--- src/rtl/pll_lock_supervisor_if.sv ---
// pll_lock_supervisor_if: PLL lock/reset handshake between the supervisor and top-level control
interface pll_lock_supervisor_if #(parameter int RETRY_W = 4);
  logic locked;
  logic pll_rst_out;
  logic lock_ok;
  logic lost_lock;
  logic fail;
  logic [RETRY_W-1:0] retry_cnt;
  modport master (input locked, output pll_rst_out, lock_ok, lost_lock, fail, retry_cnt);
  modport slave (output locked, input pll_rst_out, lock_ok, lost_lock, fail, retry_cnt);
endinterface

--- src/rtl/pll_lock_supervisor.sv ---
// pll_lock_supervisor: pulses the PLL reset, qualifies lock stability and retries on timeout or loss
module pll_lock_supervisor #(
  parameter int SYNC_STAGES = 2,
  parameter int PLL_RST_CYCLES = 8,
  parameter int LOCK_TIMEOUT = 1000,
  parameter int STABLE_CYCLES = 16,
  parameter int MAX_RETRIES = 3,
  parameter int CNT_W = 16,
  parameter int RETRY_W = 4
) (
  input logic pclk,
  input logic rst,
  pll_lock_supervisor_if.master bus
);
  typedef enum logic [2:0] {RESET_PLL, WAIT_LOCK, STABLE, RUN, FAIL} state_t;
  state_t state, state_nx;
  logic [SYNC_STAGES-1:0] sync;
  logic lk_s;
  logic [CNT_W-1:0] rst_timer, acq_timer, stable_timer;
  logic [CNT_W-1:0] rst_timer_nx, acq_timer_nx, stable_timer_nx;
  logic [RETRY_W-1:0] retry, retry_nx;
  logic pll_rst_q, lock_ok_q, lost_q, fail_q;
  logic lost_nx, retry_path, timeout, stable_done, give_up;
  function automatic logic [CNT_W-1:0] sat_inc(input logic [CNT_W-1:0] v);
    return (&v) ? v : v + 1'b1;
  endfunction
  assign lk_s = sync[SYNC_STAGES-1];
  // both tests look one increment ahead so the transition lands on the edge the count is reached
  assign timeout = acq_timer >= CNT_W'(LOCK_TIMEOUT - 1);
  assign stable_done = stable_timer >= CNT_W'(STABLE_CYCLES - 1);
  assign give_up = retry >= RETRY_W'(MAX_RETRIES);
  always_comb begin
    state_nx = state;
    rst_timer_nx = '0;
    acq_timer_nx = acq_timer;
    stable_timer_nx = stable_timer;
    retry_nx = retry;
    lost_nx = 1'b0;
    retry_path = 1'b0;
    case (state)
      RESET_PLL: begin
        acq_timer_nx = '0;
        stable_timer_nx = '0;
        rst_timer_nx = (rst_timer >= CNT_W'(PLL_RST_CYCLES - 1)) ? '0 : sat_inc(rst_timer);
        state_nx = (rst_timer >= CNT_W'(PLL_RST_CYCLES - 1)) ? WAIT_LOCK : RESET_PLL;
      end
      WAIT_LOCK: begin
        acq_timer_nx = sat_inc(acq_timer);
        stable_timer_nx = '0;
        if (lk_s && STABLE_CYCLES <= 1) state_nx = RUN;
        else if (timeout) retry_path = 1'b1;
        else if (lk_s) begin
          state_nx = STABLE;
          stable_timer_nx = CNT_W'(1);
        end
      end
      STABLE: begin
        acq_timer_nx = sat_inc(acq_timer);
        if (lk_s && stable_done) state_nx = RUN;
        else if (timeout) retry_path = 1'b1;
        else if (lk_s) stable_timer_nx = sat_inc(stable_timer);
        else begin
          state_nx = WAIT_LOCK;
          stable_timer_nx = '0;
        end
      end
      RUN: begin
        lost_nx = !lk_s;
        retry_path = !lk_s;
      end
      default: ;
    endcase
    state_nx = retry_path ? (give_up ? FAIL : RESET_PLL) : state_nx;
    retry_nx = (retry_path && !give_up) ? retry + 1'b1 : retry_nx;
    retry_nx = (state_nx == RUN) ? '0 : retry_nx;
  end
  always_ff @(posedge pclk) begin
    if (rst) begin
      state <= RESET_PLL;
      sync <= '0;
      rst_timer <= '0;
      acq_timer <= '0;
      stable_timer <= '0;
      retry <= '0;
      pll_rst_q <= 1'b1;
      lock_ok_q <= 1'b0;
      lost_q <= 1'b0;
      fail_q <= 1'b0;
    end else begin
      state <= state_nx;
      sync <= {sync[SYNC_STAGES-2:0], bus.locked};
      rst_timer <= rst_timer_nx;
      acq_timer <= acq_timer_nx;
      stable_timer <= stable_timer_nx;
      retry <= retry_nx;
      pll_rst_q <= state_nx == RESET_PLL || state_nx == FAIL;
      lock_ok_q <= state_nx == RUN;
      lost_q <= lost_nx;
      fail_q <= state_nx == FAIL;
    end
  end
  assign bus.pll_rst_out = pll_rst_q;
  assign bus.lock_ok = lock_ok_q;
  assign bus.lost_lock = lost_q;
  assign bus.fail = fail_q;
  assign bus.retry_cnt = retry;
  a_retry_bound: assert property (@(posedge pclk) disable iff (rst) retry <= RETRY_W'(MAX_RETRIES));
  a_ok_not_rst: assert property (@(posedge pclk) disable iff (rst) lock_ok_q |-> !pll_rst_q);
  a_fail_holds_rst: assert property (@(posedge pclk) disable iff (rst) fail_q |-> pll_rst_q && !lock_ok_q);
  a_lost_single: assert property (@(posedge pclk) disable iff (rst) lost_q |=> !lost_q);
endmodule

--- src/flat_wrapper.sv ---
// flat-port wrapper written by rule: the top's interface ports become plain ports
module pll_lock_supervisor_flat 
#(
  parameter int SYNC_STAGES = 2,
  parameter int PLL_RST_CYCLES = 8,
  parameter int LOCK_TIMEOUT = 1000,
  parameter int STABLE_CYCLES = 16,
  parameter int MAX_RETRIES = 3,
  parameter int CNT_W = 16,
  parameter int RETRY_W = 4
)
  (pclk, rst, bus_locked, bus_pll_rst_out, bus_lock_ok, bus_lost_lock, bus_fail, bus_retry_cnt);
  pll_lock_supervisor_if #(.RETRY_W(RETRY_W)) bus_i ();
  input logic pclk;
  input logic rst;
  input wire logic [$bits(bus_i.locked)-1:0] bus_locked;
  output wire logic [$bits(bus_i.pll_rst_out)-1:0] bus_pll_rst_out;
  output wire logic [$bits(bus_i.lock_ok)-1:0] bus_lock_ok;
  output wire logic [$bits(bus_i.lost_lock)-1:0] bus_lost_lock;
  output wire logic [$bits(bus_i.fail)-1:0] bus_fail;
  output wire logic [$bits(bus_i.retry_cnt)-1:0] bus_retry_cnt;
  assign bus_i.locked = bus_locked;
  assign bus_pll_rst_out = bus_i.pll_rst_out;
  assign bus_lock_ok = bus_i.lock_ok;
  assign bus_lost_lock = bus_i.lost_lock;
  assign bus_fail = bus_i.fail;
  assign bus_retry_cnt = bus_i.retry_cnt;
  pll_lock_supervisor #(.SYNC_STAGES(SYNC_STAGES), .PLL_RST_CYCLES(PLL_RST_CYCLES), .LOCK_TIMEOUT(LOCK_TIMEOUT), .STABLE_CYCLES(STABLE_CYCLES), .MAX_RETRIES(MAX_RETRIES), .CNT_W(CNT_W), .RETRY_W(RETRY_W)) u_core (.pclk(pclk), .rst(rst), .bus(bus_i));
endmodule
--- config.mk ---
export PLATFORM = sky130hd
export DESIGN_NAME = pll_lock_supervisor_flat
export DESIGN_NICKNAME = d
export VERILOG_FILES = /design/src/rtl/pll_lock_supervisor_if.sv /design/src/rtl/pll_lock_supervisor.sv /design/src/flat_wrapper.sv
export SDC_FILE = /design/constraint.sdc
export NUM_CORES = 1
export LEC_CHECK = 0
export BUFFER_PORTS_ARGS = -buffer_cell sky130_fd_sc_hd__buf_2
export CAP_MARGIN = 5
export CORE_MARGIN = 2
export CORE_UTILIZATION = 30
export DETAILED_ROUTE_END_ITERATION = 10
export GPL_TIMING_DRIVEN = 0
export PLACE_DENSITY = 0.57
export SYNTH_ARGS = -nofsm -noshare
export SYNTH_HDL_FRONTEND = slang
export SYNTH_SLANG_ARGS = --single-unit
--- constraint.sdc ---
create_clock -name pclk -period 2.55 [get_ports pclk]
set_input_delay 0.51 -clock pclk [delete_from_list [all_inputs] [get_ports pclk]]
set_output_delay 0.51 -clock pclk [all_outputs]
set_load 0.01 [all_outputs]
## Word level (Yosys, flattened, before mapping)

Cells that the tools add are included.

| word-level totals | value |
|---|---|
| word-level logic and storage cells | 68 |
| memories kept | 0 |
| input bits | 3 |
| memory bits (writable) | 0 |
| latch bits | 0 |
| flip-flop bits (word level) | 61 |
| memory bits (read-only) | 0 |

| cells by class | value |
|---|---|
| shift operators | 0 |
| add/sub/neg operators | 4 |
| reduce and logical (&&, ||, !) cells | 18 |
| eq/ne operators | 9 |
| order comparisons | 4 |
| multiply operators | 0 |
| multiplexer cells | 21 |
| div/mod/pow operators | 0 |
| bitwise logic cells | 2 |

Operators with widths:

| cell | count |
|---|---|
| 16-bit 2-to-1 mux | 6 |
| 16-bit by 1-bit adder with 16-bit output (second input constant) | 3 |
| 16-bit case mux with 3 select lines | 1 |
| 16-bit AND reduction | 3 |
| 16-bit case mux with 2 select lines | 1 |
| 3-bit 2-to-1 mux | 7 |
| 16-bit by 10-bit greater-or-equal comparator with 1-bit output (second input constant) | 1 |
| 16-bit by 3-bit greater-or-equal comparator with 1-bit output (second input constant) | 1 |
| 16-bit by 4-bit greater-or-equal comparator with 1-bit output (second input constant) | 1 |
| 3-bit by 2-bit equality test with 1-bit output (second input constant) | 3 |
| 3-bit case mux with 3 select lines | 1 |
| 3-bit logical NOT | 2 |
| 2-bit != test (second input constant) | 3 |
| 2-bit OR reduction | 3 |
| 4-bit by 1-bit adder with 4-bit output (second input constant) | 1 |
| 4-bit by 2-bit greater-or-equal comparator with 1-bit output (second input constant) | 1 |
| 1-bit 2-to-1 mux | 4 |
| 4-bit AND reduction | 1 |
| 3-bit by 1-bit equality test with 1-bit output (second input constant) | 1 |
| 3-bit equality test (second input constant) | 1 |
| 3-bit != test (second input constant) | 1 |
| 1-bit case mux with 3 select lines | 1 |
| 3-bit nonzero test | 1 |
| 3-bit OR reduction | 1 |
| 6 further kinds | 9 |

## Longest topological paths before layout

Gate-level depths: netlist of run 1.

| depth | value |
|---|---|
| word-level depth | 7 |
| gate-level depth with buffers | 9 |
| mapped depth without buffers | 7 |

## Least setup slack after synthesis of run 1

No wires, ideal clock.

| path | value |
|---|---|
| path type | register to register |
| from | reg u_core.acq_timer[0] |
| to | reg u_core.pll_rst_q (netlist: u_core.bus.pll_rst_out) |
| path buffers | 1 |
| setup slack | 0.636 ns |
| stages on the path, launching flop included | 9 |
| arrival time | 1.787 ns |
| setup time | 0.127 ns |
| cell sequence | dfxtp_1 > ha_1 > buf_2 > a211oi_2 > nor3_4 > o311ai_0 > nand3_1 > o21ai_0 > a21oi_1 |

| between the ends | value |
|---|---|
| cells in the longest elaborated chain, start to end | 7 |
| elaborated cells on any way between the ends | 12 |
| classes of those cells | order compare (1); eq/ne (1); mux (8); reduce/logical (2) |

Ends and longest elaborated chain:

| item | RTL line | RTL |
|---|---|---|
| start, declared | pll_lock_supervisor.sv:19 | `logic [CNT_W-1:0] rst_timer, acq_timer, stable_timer;` |
| start signal, assigned | pll_lock_supervisor.sv:93 | `acq_timer <= acq_timer_nx;` |
| 16-bit by 10-bit greater-or-equal comparator with 1-bit output * | pll_lock_supervisor.sv:29 | `assign timeout = acq_timer >= CNT_W'(LOCK_TIMEOUT - 1);` |
| 3-bit 2-to-1 mux / 1-bit 2-to-1 mux (equally long branches) | pll_lock_supervisor.sv:60, pll_lock_supervisor.sv:51 |  |
| 3-bit 2-to-1 mux / 1-bit 2-to-1 mux (equally long branches) | pll_lock_supervisor.sv:59 | `if (lk_s && stable_done) state_nx = RUN;` |
| 3-bit case mux with 3 select lines / 1-bit case mux with 3 select lines (equally long branches) | pll_lock_supervisor.sv:40 | `case (state)` |
| 3-bit 2-to-1 mux * | pll_lock_supervisor.sv:73 | `state_nx = retry_path ? (give_up ? FAIL : RESET_PLL) : state_nx;` |
| 3-bit equality test / 3-bit logical NOT (equally long branches) | pll_lock_supervisor.sv:96 | `pll_rst_q <= state_nx == RESET_PLL \|\| state_nx == FAIL;` |
| 1-bit logical OR * | pll_lock_supervisor.sv:96 |  |
| end signal, assigned | pll_lock_supervisor.sv:85 | `pll_rst_q <= 1'b1;` |
| end signal, assigned | pll_lock_supervisor.sv:96 |  |
| end, declared | pll_lock_supervisor.sv:22 | `logic pll_rst_q, lock_ok_q, lost_q, fail_q;` |

Every way passes the cells marked *; elsewhere a longest branch is shown, timed or not.
A chain may end at the register's enable or synchronous reset.

## Worst setup path after layout of run 1

| path | value |
|---|---|
| from | reg u_core.acq_timer[0] |
| to | reg u_core.stable_timer[13] |

| between the ends | value |
|---|---|
| cells in the longest elaborated chain, start to end | 3 |

Ends and longest elaborated chain:

| item | RTL line | RTL |
|---|---|---|
| 16-bit by 10-bit greater-or-equal comparator with 1-bit output | pll_lock_supervisor.sv:29 |  |
| 2-bit != test (no source line) | -- |  |
| 4-bit AND reduction (no source line) | -- |  |
| end signal, assigned | pll_lock_supervisor.sv:94 | `stable_timer <= stable_timer_nx;` |
| end, declared | pll_lock_supervisor.sv:19 |  |

No other way between the ends.

==> results of run 1 <==
## sequential cells by signal, indices dropped and copies added, names as in the netlist
register,cells
u_core.acq_timer,16
u_core.bus.fail,1
u_core.bus.lock_ok,1
u_core.bus.lost_lock,1
u_core.bus.pll_rst_out,1
u_core.bus.retry_cnt,4
u_core.rst_timer,16
u_core.stable_timer,16
u_core.state,3
u_core.sync,2
## final timing paths
path | from | end | slack, ns | depth (start not counted)
hold / removal | bus_locked | u_core.sync[0] | 0.38 | 2
hold reg to reg | u_core.sync[0] | u_core.sync[1] | 0.45 | 1
setup reg to reg | u_core.acq_timer[0] | u_core.stable_timer[13] | 0.28 | 8
setup / recovery | u_core.acq_timer[0] | u_core.stable_timer[13] | 0.28 | 8
## per-layer routing
layer  wire [um]  GRT usage  vias to the layer above
li1            -          -                     1105
met1        2673     0.1660                      991
met2        2422     0.1928                       37
met3         179    0.02673                       10
met4         145    0.07692                        0
met5           0          0                        -
## synthesized netlist by cell type (2+ instances only)
cell type and n:
sky130_fd_sc_hd__and3_1 8, sky130_fd_sc_hd__nor3b_2 2, sky130_fd_sc_hd__o31a_1 2, sky130_fd_sc_hd__or4_1 2, sky130_fd_sc_hd__xnor2_1 6, sky130_fd_sc_hd__ha_1 4, sky130_fd_sc_hd__nor2_1 33, sky130_fd_sc_hd__dfxtp_1 61
sky130_fd_sc_hd__nand2_1 15, sky130_fd_sc_hd__or3_1 4, sky130_fd_sc_hd__buf_2 2, sky130_fd_sc_hd__nor3_1 12, sky130_fd_sc_hd__a31oi_1 4, sky130_fd_sc_hd__xor2_1 9, sky130_fd_sc_hd__o21ai_0 6, sky130_fd_sc_hd__nor2b_1 2
sky130_fd_sc_hd__a21oi_1 10, sky130_fd_sc_hd__nor4_1 10, sky130_fd_sc_hd__and4_1 4, sky130_fd_sc_hd__clkbuf_1 8, sky130_fd_sc_hd__nand2b_1 4, sky130_fd_sc_hd__o21a_1 7, sky130_fd_sc_hd__nand4_1 16, sky130_fd_sc_hd__nand3_1 16
sky130_fd_sc_hd__o31ai_1 2, sky130_fd_sc_hd__a41oi_1 4, sky130_fd_sc_hd__a211oi_1 2, sky130_fd_sc_hd__inv_1 3, sky130_fd_sc_hd__and2_1 8
## final cells by class
type                            count  share of cell area
Multi-Input combinational cell    222              0.4517
Sequential cell                    61              0.4060
Clock buffer                       11             0.05033
Tap cell                          105             0.04368
Timing Repair Buffer               10             0.01664
Clock inverter                      5             0.01456
Buffer                             10             0.01331
Inverter                            3            0.003744
## cell families (layout without fill, tap and decap cells)
logic type / Yosys count / after routing / share of synthesized area
compound gates: 49 / 49 / 0.1372
xor+xnor: 15 / 15 / 0.05073
fa+ha+maj: 5 / 5 / 0.02319
buf+inv: 13 / 39 / 0.01981
flops: 61 / 61 / 0.4715
mux: 1 / 1 / 0.003865
other cells: 1 / 12 / 0.001448
simple gates: 140 / 140 / 0.2923
## cell usage in the layout, fill, tap and decap left out, drive strengths merged, types with 2 or more instances in the layout
| cell type | instances |
|---|---|
| buf | 12 |
| xor2 | 9 |
| a41oi | 5 |
| a21oi | 10 |
| and3 | 8 |
| inv | 4 |
| clkbuf | 19 |
| nor2b | 2 |
| nor2 | 34 |
| nor3b | 3 |
| o311ai | 2 |
| dfxtp | 61 |
| conb | 12 |
| nand2b | 4 |
| clkinv | 4 |
| a211oi | 3 |
| nand4 | 16 |
| o31a | 2 |
| nor4 | 10 |
| and2 | 8 |
| ha | 4 |
| or3 | 4 |
| and4 | 4 |
| o21ai | 7 |
| xnor2 | 6 |
| or4 | 2 |
| nor3 | 13 |
| o31ai | 2 |
| nand2 | 15 |
| o21a | 7 |
| nand3 | 16 |
| a31oi | 4 |
## power by group
part	internal [W]	switching (W)	total, W
clock	0.000415	0.000410	0.000825
combinational	0.0000222	0.0000413	0.0000636
sequential	0.000970	0.0000101	0.000980
total	0.00141	0.000461	0.00187
## critical path, delay by kind of cell (launching register included)
family	cells	cell delay [ns]
AO/OA/AOI/OAI	3	0.77
adder cells (fa/ha/maj)	1	0.19
AND/OR/NAND/NOR	3	0.73
buffers and inverters	1	0.17
flip-flops	1	0.34
## stage by stage
step	std cells	util	worst slack, ns	hold WS [ns]	cell area [sq um]
after floorplan	296	-	0.6362	0.4138	2631
after global placement	411	0.3389	0.3525	0.4231	2813
after detailed placement	411	0.3389	0.3532	0.4390	2813
after CTS	427	0.3624	0.3082	0.3758	3008
after global routing	427	0.3624	0.07684	0.4179	3008
final	427	0.3624	0.2822	0.3759	3008
==> results.txt, run 1 <==
----------------------------------------------------
[Logic synthesis]
  Combined area of all synthesized cells ... 2590 sq um
  Most frequently used flop master after synthesis ... sky130_fd_sc_hd__dfxtp_1
  Largest area contributor in the synthesized netlist ... sky130_fd_sc_hd__dfxtp_1
  Main area contributors after synthesis ... sky130_fd_sc_hd__dfxtp_1 (47%), sky130_fd_sc_hd__nor2_1 (4.8%), sky130_fd_sc_hd__nand4_1 (3.9%)
  Proportion of synthesized flip-flops having asynchronous set or reset ... 0
  Fraction of the yosys area taken by sequential cells ... 0.4715
  Count of flip-flops with a built-in enable after synthesis ... 0
  Number of flip-flops and latches in the synthesized netlist ... approximately 60
  Synthesized netlist cell count ... 285
  Number of distinct library cell variants in the gate-level netlist after synthesis ... 48
  Synth warnings ... 0
  Proportion of netlist area held by the largest area contributor ... 0.4715
  Average cell area after synthesis ... 9.088 sq um

[CTS]
  Clock transition at the registers of the reported paths ... 0.07 ns
  Number of H-tree levels ... 3
  Maximum clock path buffer count ... 2
  CTS Hold Buffers Added ... 0
  Clock sink total ... 61
  Total clock buffers created by CTS ... 9
  Clock tree from TritonCTS ... yes
  Gates resized, CTS repair ... 0
  Root Driver ... sky130_fd_sc_hd__clkbuf_8
  Number of setup buffers added after CTS ... 0
  Clock latency on the worst-skew pair ... ~0.35 ns

[Global route]
  Via count of the first global-routing pass ... approximately 2100
  Residual overflow from global routing ... 0
  Initial antenna violation count ... 0
  Total Routing Usage GR ... 0.1273
  Global-route wire length before repair ... 9756 um
  Pin count of the biggest net entering global routing ... 13

[Drt]
  Total number of vias ... 2143
  Routed length per placed instance ... 12.69 um
  Ratio of routed vias to standard cells ... around 5
  Final Routed Wirelength ... approximately 5400 um
  DRT iter0 DRCs ... ~110
  Post-route DRC ... 0
  Drt first pass iters ... 4
  Antenna violation net count after detailed routing ... 0

[Final layout]
  Final nets ... 324
  Share of post-route cells with drive strength above 1 ... 0.1149
  Area occupied by multi-input gates ... between 1000 and 1500 sq um
  # fillers ... 854
  Sequential Area ... between 1000 and 1500 sq um
  Diode insertion count for antenna repair ... 0
  Synthesis-to-finish area growth ... 16.14%

[Pwr]
  Overall power consumption ... 0.001869 W
  Worst vdd ir ... about 0.36 mV
  Cell Pwr Density ... 621.2 nW/um^2
  P_leak ... 1.080 nW

[STA]
  Final Hold Violating Endpoints ... 0
  Clock Skews ... 0.009346 ns
  Final worst path period need ... 2.268 ns
  Setup repair after global routing missed its margin ... no
  Fmax ... 441.0 MHz
  Pin slew with the least headroom to its limit ... 0.5626 ns
  Setup TNS ... 0 ns
  Number of pins exceeding their max-slew limit in the final report ... 0
  Tightest slew margin relative to the limit ... 0.6243
  Final cycle utilization of the critical path ... 0.8893
  Final setup vio count ... 0

[Worst setup path]
  CP peak stage delay ... about 0.36 ns
  Arrival time at the worst endpoint ... roughly 2.6 ns
  Worst-path fanout max ... 8
  Critical path required time ... 2.84 ns
  CP startpoint kind ... flop
  Type of the setup path with the least slack ... flop to flop
  Slowest CP cell ... sky130_fd_sc_hd__nor4_1
  Kind of capture point of the worst setup path ... flop
  Cell-by-cell listing of the critical path ... ha_1, buf_2, a211oi_2, nor3_4, o21ai_1, nand3_1, nor4_1, o21a_1

[Placement]
  Post-detailed-placement half-perimeter wirelength ... 3891 um
  GPL Wtd Cong ... 0.8564
  Buffers added on ports ... 10

[Die]
  Core Footprint ... around 8300 sq um
  Floorplan die width ... 96.92 um
  Overall die height ... 96.92 um
  Starting utilization of the core area ... 0.3121
  Ports ... 11
  Number of rows in the core area ... 33
  Die Area ... 9393 sq um

[Run]
  Max-Cap Viols ... 0

[Run status]
  Run status ... complete, no violations

[Worst hold path]
  Class of the worst hold path ... input port to flop

----------------------------------------------------
Power figures use the tool's default switching activity.
==> inputs of run 2 (changes only) <==
--- a/config.mk
+++ b/config.mk
@@ -7,10 +7,11 @@
 export LEC_CHECK = 0
 export BUFFER_PORTS_ARGS = -buffer_cell sky130_fd_sc_hd__buf_2
 export CAP_MARGIN = 5
-export CORE_MARGIN = 2
+export CORE_MARGIN = 8
 export CORE_UTILIZATION = 30
 export DETAILED_ROUTE_END_ITERATION = 10
 export GPL_TIMING_DRIVEN = 0
+export HOLD_SLACK_MARGIN = 0.03
 export PLACE_DENSITY = 0.57
 export SYNTH_ARGS = -nofsm -noshare
 export SYNTH_HDL_FRONTEND = slang
==> results.txt, run 2 (synthesis results as in run 1) <==
----------------------------------------------------
[Pwr]
  Clock network power share ... 0.461 (was 0.441)
  Switching share of total power ... 0.2137 (was 0.2468)
  Internal power consumption ... 0.001523 W (was 0.001407 W)
  Portion of total power attributed to combinational logic ... 0.033 (was 0.034)
  Worst vdd ir ... 0.3087 mV (was 0.3618 mV)
  Part of the total power dissipated in sequential elements ... 0.506 (was 0.525)
  P_leak ... 1.085 nW (was 1.080 nW)
  Switching component of the power ... 0.0004140 W (was 0.0004612 W)
  Cell Pwr Density ... 639.7 nW/um^2 (was 621.2 nW/um^2)

[Worst setup path]
  Slowest CP cell ... sky130_fd_sc_hd__o311ai_0 (was sky130_fd_sc_hd__nor4_1)
  CP top delay family ... compound AO/OA/AOI/OAI gates (unchanged)
  Type of the setup path with the least slack ... flop to flop (unchanged)
  CP startpoint kind ... flop (unchanged)
  Kind of capture point of the worst setup path ... flop (unchanged)
  Buffers plus inverters on the worst setup path ... 1 (unchanged)
  Critical path required time ... 2.78 ns (was 2.84 ns)
  Depth of the most critical reg-to-reg path ... 8 (unchanged)
  Setup slack, reg-to-reg ... 0.26 ns (was 0.28 ns)
  Arrival time at the worst endpoint ... 2.51 ns (was 2.56 ns)
  Worst-path fanout max ... 8 (unchanged)
  CP peak stage delay ... 0.54 ns (was 0.36 ns)
  Cell-by-cell listing of the critical path ... ha_1, buf_2, a211oi_2, nor3_4, o311ai_0, a31oi_1, xnor2_1, nor2_1 (was ha_1, buf_2, a211oi_2, nor3_4, o21ai_1, nand3_1, nor4_1, o21a_1)
  Instance count on the critical path ... 8 (unchanged)

[STA]
  Final setup vio count ... 0 (unchanged)
  Final cycle utilization of the critical path ... 0.8968 (was 0.8893)
  Tightest slew margin relative to the limit ... 0.5965 (was 0.6243)
  Pin slew with the least headroom to its limit ... 0.6042 ns (was 0.5626 ns)
  Setup repair after global routing missed its margin ... no (unchanged)
  Fmax ... 437.3 MHz (was 441.0 MHz)
  Final Hold Violating Endpoints ... 0 (unchanged)
  Number of pins exceeding their max-slew limit in the final report ... 0 (unchanged)
  Clock Skews ... 0.007914 ns (was 0.009346 ns)
  Setup TNS ... 0 ns (unchanged)
  Final worst path period need ... 2.287 ns (was 2.268 ns)
  Setup WS post-layout ... 0.2631 ns (was 0.2822 ns)

[CTS]
  Number of setup buffers added after CTS ... 0 (unchanged)
  Clock tree from TritonCTS ... yes (unchanged)
  Clock sink total ... 61 (unchanged)
  Gates resized, CTS repair ... 0 (unchanged)
  Total clock buffers created by CTS ... 9 (unchanged)
  Root Driver ... sky130_fd_sc_hd__clkbuf_8 (unchanged)
  Clock latency on the worst-skew pair ... 0.34 ns (was 0.35 ns)
  CTS Hold Buffers Added ... 0 (unchanged)
  Number of H-tree levels ... 3 (unchanged)
  Maximum clock path buffer count ... 2 (unchanged)
  Clock transition at the registers of the reported paths ... 0.07 ns (about the same)

[Global route]
  Via count of the first global-routing pass ... 2023 (was 2109)
  Pin count of the biggest net entering global routing ... 11 (was 13)
  Initial antenna violation count ... 0 (unchanged)
  Global-route wire length before repair ... 9273 um (was 9756 um)
  Residual overflow from global routing ... 0 (unchanged)
  Total Routing Usage GR ... 0.1004 (was 0.1273)

[Drt]
  Total number of vias ... 2158 (was 2143)
  Final Routed Wirelength ... 5428 um (was 5420 um)
  Ratio of routed vias to standard cells ... 5.019 (about the same)
  DRT iter0 DRCs ... 72 (was 105)
  Routed length per placed instance ... 12.62 um (was 12.69 um)
  Antenna violation net count after detailed routing ... 0 (unchanged)
  Drt first pass iters ... 4 (unchanged)
  Post-route DRC ... 0 (unchanged)

[Die]
  Overall die height ... 108.9 um (was 96.92 um)
  Floorplan die width ... 108.9 um (was 96.92 um)
  Core Footprint ... 8551 sq um (was 8299 sq um)
  Number of rows in the core area ... 34 (was 33)
  Die Area ... 11860 sq um (was 9393 sq um)
  Ports ... 11 (unchanged)
  Starting utilization of the core area ... 0.3029 (was 0.3121)

[Final layout]
  Most frequent standard cell in the layout excluding fill and tap cells ... sky130_fd_sc_hd__dfxtp_1 (unchanged)
  Share of post-route cells with drive strength above 1 ... 0.1118 (was 0.1149)
  # fillers ... 863 (was 854)
  Synthesis-to-finish area growth ... 16.91% (was 16.14%)
  Top Registers ... u_core.acq_timer x16, u_core.rst_timer x16, u_core.stable_timer x16 (unchanged)
  Diode insertion count for antenna repair ... 0 (unchanged)
  Leading cell types in the layout, fill and taps excluded ... sky130_fd_sc_hd__dfxtp_1 (61), sky130_fd_sc_hd__nor2_1 (33), sky130_fd_sc_hd__nand3_1 (16), sky130_fd_sc_hd__nand4_1 (16), sky130_fd_sc_hd__nand2_1 (15) (unchanged)
  Final nets ... 324 (unchanged)
  Non-Filler Instances ... 430 (was 427)
  Final core utilization ... 0.3541 (was 0.3624)

[Run]
  Max-Cap Viols ... 0 (unchanged)

[Placement]
  GPL Wtd Cong ... 0.7734 (was 0.8564)
  Buffers added on ports ... 10 (unchanged)
  Worst slack at placement ... 0.3448 ns (was 0.3532 ns)
  Post-detailed-placement half-perimeter wirelength ... 3981 um (was 3891 um)
  Placed Instances ... 414 (was 411)

[Worst hold path]
  Hold path depth ... 2 (unchanged)
  Class of the worst hold path ... input port to flop (unchanged)

[Run status]
  Run status ... complete, no violations (unchanged)

----------------------------------------------------
==> run 2: routing by layer <==
metal | global-route usage | vias up | routed length (um)
met3 | 0.03723 | 6 | 253
met1 | 0.1152 | 1010 | 2543
met2 | 0.1581 | 40 | 2534
met5 | 0 | - | 0
li1 | - | 1102 | -
met4 | 0.05670 | 0 | 97
==> run 2: worst register-to-register path, cell delays in order, from the launching register on <==
cell	delay, ns
sky130_fd_sc_hd__dfxtp_1	0.34
sky130_fd_sc_hd__ha_1	0.19
sky130_fd_sc_hd__buf_2	0.16
sky130_fd_sc_hd__a211oi_2	0.30
sky130_fd_sc_hd__nor3_4	0.11
sky130_fd_sc_hd__o311ai_0	0.54
sky130_fd_sc_hd__a31oi_1	0.28
sky130_fd_sc_hd__xnor2_1	0.20
sky130_fd_sc_hd__nor2_1	0.06
==> run 2: metrics by stage <==
step | hold WS [ns] | instance area [sq um] | total power, W
after floorplan | 0.4138 | 2631 | 0.001046
after global placement | 0.4194 | 2816 | 0.001064
after detailed placement | 0.4256 | 2816 | 0.001066
after CTS | 0.3726 | 3028 | 0.001967
after global routing | 0.3816 | 3028 | 0.002016
final | 0.3806 | 3028 | 0.001937
==> run 2: cell type report <==
class | instances | area [sq um] | area share
Buffer | 10 | 40.04 | 0.01322
Clock buffer | 13 | 168.9 | 0.05579
Clock inverter | 3 | 42.54 | 0.01405
Inverter | 3 | 11.26 | 0.003719
Multi-Input combinational cell | 222 | 1359 | 0.4488
Sequential cell | 61 | 1221 | 0.4033
Tap cell | 108 | 135.1 | 0.04463
Timing Repair Buffer | 10 | 50.05 | 0.01653
==> run 2: worst paths after layout <==
kind | startpoint | end
max | u_core.acq_timer[0] | u_core.bus.retry_cnt[0]
min | bus_locked | u_core.sync[0]
max reg2reg | u_core.acq_timer[0] | u_core.bus.retry_cnt[0]
min reg2reg | u_core.sync[0] | u_core.sync[1]
==> run 2: power groups by stage <==
stage	clock network (W)	logic (W)	registers [W]
final	0.000893	0.0000630	0.000981
after global routing	0.000961	0.0000731	0.000982
after CTS	0.000922	0.0000637	0.000981
after detailed placement	0	0.0000637	0.00100
after global placement	0	0.0000630	0.00100
after floorplan	0	0.0000451	0.00100
